`src/rtl/serial_adder.sv`:
```
// rtl/serial_adder.sv - bit-serial adder: one full-adder cell, registered carry, LSB first
// Optional feature macro: SERIAL_ADDER_SUB_EN (adds the sub port for a-b)
module serial_adder #(
  parameter int WIDTH = 8
) (
  input  logic             clk,
  input  logic             rst_n,
  input  logic             start,
  input  logic [WIDTH-1:0] a,
  input  logic [WIDTH-1:0] b,
  input  logic             cin,
`ifdef SERIAL_ADDER_SUB_EN
  input  logic             sub,
`endif
  output logic             busy,
  output logic             done,
  output logic [WIDTH-1:0] sum,
  output logic             cout,
  output logic             ovf
);

  localparam int CW = $clog2(WIDTH + 1);
  localparam logic [CW-1:0] LAST = CW'(WIDTH - 1);

  typedef enum logic [1:0] {
    IDLE = 2'd0,
    RUN  = 2'd1,
    DONE = 2'd2
  } state_t;

  state_t           state_q, state_d;
  logic [WIDTH-1:0] a_q, b_q, sr_q, sum_q;
  logic [CW-1:0]    cnt_q;
  logic             c_q, cout_q, ovf_q;

  logic             load, last, sub_eff, c_init;
  logic             b_bit, s_bit, c_nx;
  logic [WIDTH-1:0] sr_shift;

`ifdef SERIAL_ADDER_SUB_EN
  logic sub_q;

  // Subtract select is latched with the operands so it cannot change mid-operation
  always_ff @(posedge clk or negedge rst_n) begin
    if (!rst_n) begin
      sub_q <= 1'b0;
    end else if (load) begin
      sub_q <= sub;
    end
  end

  // Subtraction is a + ~b + 1, so the carry seeds to 1 and cin is ignored
  always_comb begin
    sub_eff = sub_q;
    c_init  = sub ? 1'b1 : cin;
  end
`else
  // Pure addition: no inversion, carry seeds from cin
  always_comb begin
    sub_eff = 1'b0;
    c_init  = cin;
  end
`endif

  // Full-adder cell and the LSB-first shift of its sum bit into the MSB
  always_comb begin
    load     = start && ((state_q == IDLE) || (state_q == DONE));
    last     = (state_q == RUN) && (cnt_q == LAST);
    b_bit    = b_q[0] ^ sub_eff;
    s_bit    = a_q[0] ^ b_bit ^ c_q;
    c_nx     = (a_q[0] & b_bit) | (b_bit & c_q) | (c_q & a_q[0]);
    sr_shift = (sr_q >> 1) | (WIDTH'(s_bit) << (WIDTH - 1));
  end

  // State register
  always_ff @(posedge clk or negedge rst_n) begin
    if (!rst_n) begin
      state_q <= IDLE;
    end else begin
      state_q <= state_d;
    end
  end

  // Next-state logic; start is only looked at in IDLE and DONE
  always_comb begin
    state_d = state_q;
    case (state_q)
      IDLE:    if (start) state_d = RUN;
      RUN:     if (cnt_q == LAST) state_d = DONE;
      DONE:    state_d = start ? RUN : IDLE;
      default: state_d = IDLE;
    endcase
  end

  // Moore outputs plus the result registers, which only move on entry to DONE
  always_comb begin
    busy = (state_q == RUN);
    done = (state_q == DONE);
    sum  = sum_q;
    cout = cout_q;
    ovf  = ovf_q;
  end

  // Operand shifters, carry, bit counter and result capture
  always_ff @(posedge clk or negedge rst_n) begin
    if (!rst_n) begin
      a_q    <= '0;
      b_q    <= '0;
      sr_q   <= '0;
      c_q    <= 1'b0;
      cnt_q  <= '0;
      sum_q  <= '0;
      cout_q <= 1'b0;
      ovf_q  <= 1'b0;
    end else if (load) begin
      a_q   <= a;
      b_q   <= b;
      c_q   <= c_init;
      cnt_q <= '0;
      sr_q  <= '0;
    end else if (state_q == RUN) begin
      a_q   <= a_q >> 1;
      b_q   <= b_q >> 1;
      c_q   <= c_nx;
      sr_q  <= sr_shift;
      cnt_q <= cnt_q + CW'(1);
      if (last) begin
        // c_q here is the carry into the MSB, c_nx the carry out of it
        sum_q  <= sr_shift;
        cout_q <= c_nx;
        ovf_q  <= c_q ^ c_nx;
      end
    end
  end

endmodule

```
`config.mk`:
```
export PLATFORM = sky130hd
export DESIGN_NAME = serial_adder
export DESIGN_NICKNAME = d
export VERILOG_FILES = /design/src/rtl/serial_adder.sv
export SDC_FILE = /design/constraint.sdc
export NUM_CORES = 1
export LEC_CHECK = 0
export BUFFER_PORTS_ARGS = -buffer_cell sky130_fd_sc_hd__buf_2
export CORE_MARGIN = 2
export CORE_UTILIZATION = 30
export CTS_CLUSTER_SIZE = 8
export DETAILED_ROUTE_END_ITERATION = 12
export GPL_TIMING_DRIVEN = 0
export SLEW_MARGIN = 40
export SYNTH_ARGS = -nofsm -noshare
export SYNTH_HDL_FRONTEND = slang
export SYNTH_SLANG_ARGS = --single-unit
```
`constraint.sdc`:
```
create_clock -name clk -period 2 [get_ports clk]
set_clock_uncertainty 0.15 [all_clocks]
set_input_delay 0.3 -clock clk [delete_from_list [all_inputs] [get_ports clk]]
set_output_delay 0.3 -clock clk [all_outputs]
set_load 0.01 [all_outputs]
```
* Word-level counts from Yosys, hierarchy flattened
Cells that the tools add are included.
Word-level totals: memories 0, bits of input ports 20, memory bits (writable) 0, register bits after elaboration 41, latch bits 0, bits in read-only memories 0, output and inout bits 12, logic and storage cells 46
Cells by class: add/sub/neg operators 1, multiplexer cells 14, reductions and logical operators 7, multiply operators 0, order comparisons 0, bitwise logic cells 10, div/mod/pow operators 0, shift operators 0, equal/unequal tests 5
Operators with widths (number):
- 2-to-1 mux 8 bit | 6
- 2-to-1 mux 4 bit | 2
- OR 7 x 8 -> 8 bit | 1
- one-hot mux 2 bit (3 select lines) | 1
- adder 4 x 1 -> 4 bit (second input constant) | 1
- equality test 4 x 3 -> 1 bit (second input constant) | 1
- 2-to-1 mux 2 bit | 2
- AND 1 bit | 3
- 2-to-1 mux 1 bit | 3
- AND reduction 3 bit | 1
- XOR 1 bit | 3
- equality test 2 x 1 -> 1 bit (second input constant) | 1
- equality test 2 bit (second input constant) | 1
- logical AND 1 bit | 2
- logical NOT 2 bit | 1
- != test 2 x 1 -> 1 bit (second input constant) | 1
- != test 2 bit (second input constant) | 1
- OR 1 bit | 2
- AND reduction 2 bit | 1
- nonzero test 2 bit | 1
- logical OR 1 bit | 1
- inverter 1 bit | 1

* Logic depth before layout (Yosys ltp)
depth after elaboration 5, depth in mapped cells 6, gate-level depth less buffers 4

* Worst setup path before layout
No wires, ideal clock.
path type register to register, start register a_q[0], end register ovf_q, in the netlist ovf, library setup time 125 ps, required time 1725 ps, clock period less this slack 1529 ps, path slack 471 ps, cell stages (with the launch flop) 4, arrival time 1254 ps, cells stage by stage dfrtp_1 -> fa_1 -> xor2_1 -> mux2_4
On the way: longest elaborated chain between the ends 4, elaborated cells between the ends (all ways) 5, classes of those cells 5 x bitwise
RTL lines:
- start: declaration | line 32 | logic [WIDTH-1:0] a_q, b_q, sr_q, sum_q;
- start signal: assignment | line 122 | a_q <= a_q >> 1;
- AND 1 bit | line 71 | c_nx = (a_q[0] & b_bit) | (b_bit & c_q) | (c_q & a_q[0]);
- OR 1 bit | line 71
- OR 1 bit * | line 71
- net c_nx | line 37 | logic b_bit, s_bit, c_nx;
- XOR 1 bit * | line 131 | ovf_q <= c_q ^ c_nx;
- end signal: assignment | line 131
- end: declaration | line 34 | logic c_q, cout_q, ovf_q;
Mark *: on every way through the listed nets, which the timed path passes. The rest lies on a longest branch. A chain may end at the register's enable or synchronous reset.

* Final worst setup path
start register state_q[1], end output port busy
On the way: longest elaborated chain between the ends 1
RTL lines:
- start: declaration | line 31 | state_t state_q, state_d;
- start signal: assignment | line 80 | state_q <= state_d;
- equality test 2 x 1 -> 1 bit | line 97 | busy = (state_q == RUN);
- end: declaration | line 15 | output logic busy,
Every way passes these cells.

==> results.toml <==
[synthesis]
avgSynthCellArea_sq_um = 12.9
synth_cells = 135
synth-compound-area-share_pct = 12.3
ys_seq_area_share_pct = 57.6
synth_top_family_by_area = "compound AO/OA/AOI/OAI gates"
synth-adder-area-share_pct = 1.87
synth_fp_nets = 157
ys_ff_latch = 40
yosysUniqueCellTypes = 24
yosys.area_share.simple_pct = 11.9
ys.warnings.count = 0
netlist_area_sq_um = 1740
synthMuxAreaShare_pct = 10.7
synthXorXnorAreaFrac_pct = 0.504

[floorplan]
io_pins = 32
die_w_um = 80.1
dieHeight_um = 80.1
core_sq_um = 5540
initial_core_util_pct = 31.3
row_count = 27
dieArea_sq_um = 6410

[grt]
grt.total_usage_pct = 12.0
use_met3_pct = 3.93
antenna_found_initial = 0
grt.met1_usage_pct = 17.2
grt_pass1_vias = 1158
grt_start_max_net_pins = 41
grt_pass1_wl_um = 5820
grt-busiest-layer = "met1"
grt_util_met2_pct = 16.6
grt.overflow.total = 0

[cells_and_area]
fin_nets = 196
multiInputGateArea_sq_um = 648
antenna_cells = 0
register_area_sq_um = 1000
fillCellCount = 571
syn_to_final_growth_pct = 22.1
drive_above_1_share_pct = 34.9
final_common_cell = "dfrtp_1"
final_cell_mix = "40 x dfrtp_1, 34 x buf_2, 18 x nand2_1"

[timing]
slew_headroom_pct = 66.3
worst_slew_pin_slew_ns = 0.506
tns_ns = 0
max_clock_freq_mhz = 528
rsz0062_at_grt = "false"
hold_ws_ns = 0.0682
period_share_pct = 94.6
finalMaxSlewViolations = 0
hold_viol_final = 0
finalSetupViolCount = 0
min_period_ns = 1.89

[cts]
numCtsBuffers = 5
clk_latency_ns = 0.29
post_cts_resized = 0
cts_root_buf = "clkbuf_8"
cts.clk_slew.worst_paths_ns = 0.08
cts_tree = "done"
clock_sinks = 40
cts_setup_buffers = 0
clockBufferDepth = 2
cts.htree.levels = 2

[worst_setup_path]
max_stage_delay_ns = 0.38
cpMaxStageDelayCell = "dfrtp_1"
crit_top_cell = "buf_6"
cp_cell_sequence = "nand2b_2 -> buf_6 -> inv_4 -> buf_6 -> buf_2"
cp.required_ns = 1.55
crit_family = "buffers and inverters"
crit-reg2reg-launch = "cnt_q[0]$_DFFE_PN0P_"
crit_arrival_ns = 1.44
critPathCaptureType = "output pin"
critPathBufInv = 4
cp-start-kind = "flip-flop"
worstPathMaxFanout = 10
worstSetupStartpoint = "state_q[1]$_DFFE_PN0P_"
critPathKind = "reg2out"

[power]
p_seq_share_pct = 41.0
power.switching_mw = 1.10
comb_power_share_pct = 37.4
clock_power_share_pct = 21.5
ir_worst_vdd_v = 0.000498
switching_share_pct = 33.1
internal_power_mw = 2.22
p_per_area_nw_per_um2 = 1570
p_leak_nw = 1.05

[run]
drv_cap = 0

[route]
wirelength_um = 3420
avgRoutedWirePerCell_um = 13.8
drt_iter0_drc = 82
vias_per_cell = 4.71
via_count = 1164
dr.pass1.iters = 4
drc_errors = 0
drtAntennaViolNets = 0

[placed_design]
hpwl_um = 2410
io_buffer_count = 31
place.gp.congestion = 0.743

[worst_hold_path]
hp-start = "b[5]"
hold_path.class = "in2reg"

[status]
outcome = "finished clean"
## through the flow
stage | util [%] | power [mW] | worst slack [ns] | area (sq um) | cells
floorplan | - | 2.31 | 0.471 | 1740 | 135
global placement | 35.8 | 2.62 | 0.364 | 1980 | 238
detailed placement | 35.8 | 2.66 | 0.362 | 1980 | 238
CTS | 38.3 | 3.38 | 0.0838 | 2120 | 247
global route | 38.3 | 3.60 | 0.0127 | 2120 | 247
finish | 38.3 | 3.33 | 0.107 | 2120 | 247
## logic make-up after synthesis
family,count (synthesis)
xor+xnor,1
simple gates,40
buf+inv,10
flops,40
compound gates,28
mux,14
fa+ha+maj,2
## final timing paths
kind                                   endpoint  slack (ns)  cells past startpoint
hold reg to reg              sum[0]$_DFFE_PN0P_        0.34                      1
hold / removal               b_q[5]$_DFFE_PN0P_        0.07                      3
min in group asynchronous    sum[1]$_DFFE_PN0P_        0.37                      2
setup / recovery                           busy        0.11                      5
setup reg to reg             sum[6]$_DFFE_PN0P_        0.36                      5
max in group asynchronous  cnt_q[2]$_DFFE_PN0P_        0.97                      2
## state kept, by name, summed over array words and instances, names as in the netlist
signal   count
cnt_q        4
sr_q         7
b_q          8
c_q          1
state_q      2
cout         1
ovf          1
sum          8
a_q          8
## synth_stat cells
cell,instances,area (sq um)
ha_1,1,12.5
nor2_4,1,11.3
buf_2,4,20.0
buf_6,3,33.8
dfrtp_1,40,1000
mux2_1,1,11.3
and2b_1,1,7.51
nor3_4,1,16.3
nand2b_2,1,8.76
buf_12,1,20.0
nor2b_1,2,12.5
mux2i_1,4,40.0
o21ai_1,4,20.0
xor2_1,1,8.76
nand2b_1,1,6.26
mux2_4,9,135
fa_1,1,20.0
buf_4,1,7.51
nand3_1,14,70.1
nand2_1,18,67.6
a22o_1,11,96.3
a22oi_1,13,97.6
nand4_1,1,6.26
inv_4,1,6.26
## routing by layer
metal	wire, um	vias up
met5	0	-
met2	1440	29
met4	51	0
met3	178	4
li1	-	566
met1	1740	565
## power groups by stage
stage	sequential [mW]	combinational, mW	clock [mW]
global placement	1.37	1.25	0
finish	1.36	1.25	0.717
detailed placement	1.38	1.27	0
CTS	1.37	1.28	0.734
floorplan	1.37	0.943	0
global route	1.41	1.41	0.782
## repair_timing
action,4_1_cts,5_1_grt
setup endpoints to repair,0,0
hold buffers,1,0
hold endpoints to repair,40,0
## worst reg2reg max path: cells and delay by family, from the launching register on
family / cells / cell delay (ns)
fa+ha+maj: 1 / 0.20
buf+inv: 1 / 0.18
flops: 1 / 0.39
mux: 1 / 0.31
simple gates: 2 / 0.31
## area by class of cell
type | count | share of cell area, %
buffer | 9 | 3.83
timing repair buffer | 32 | 7.91
tap | 72 | 4.25
clock buffer | 7 | 4.54
inverter | 1 | 0.295
sequential | 40 | 47.2
multi-input combinational | 85 | 30.6
clock inverter | 1 | 1.42
Note: power is estimated with default switching activity, not from simulation.
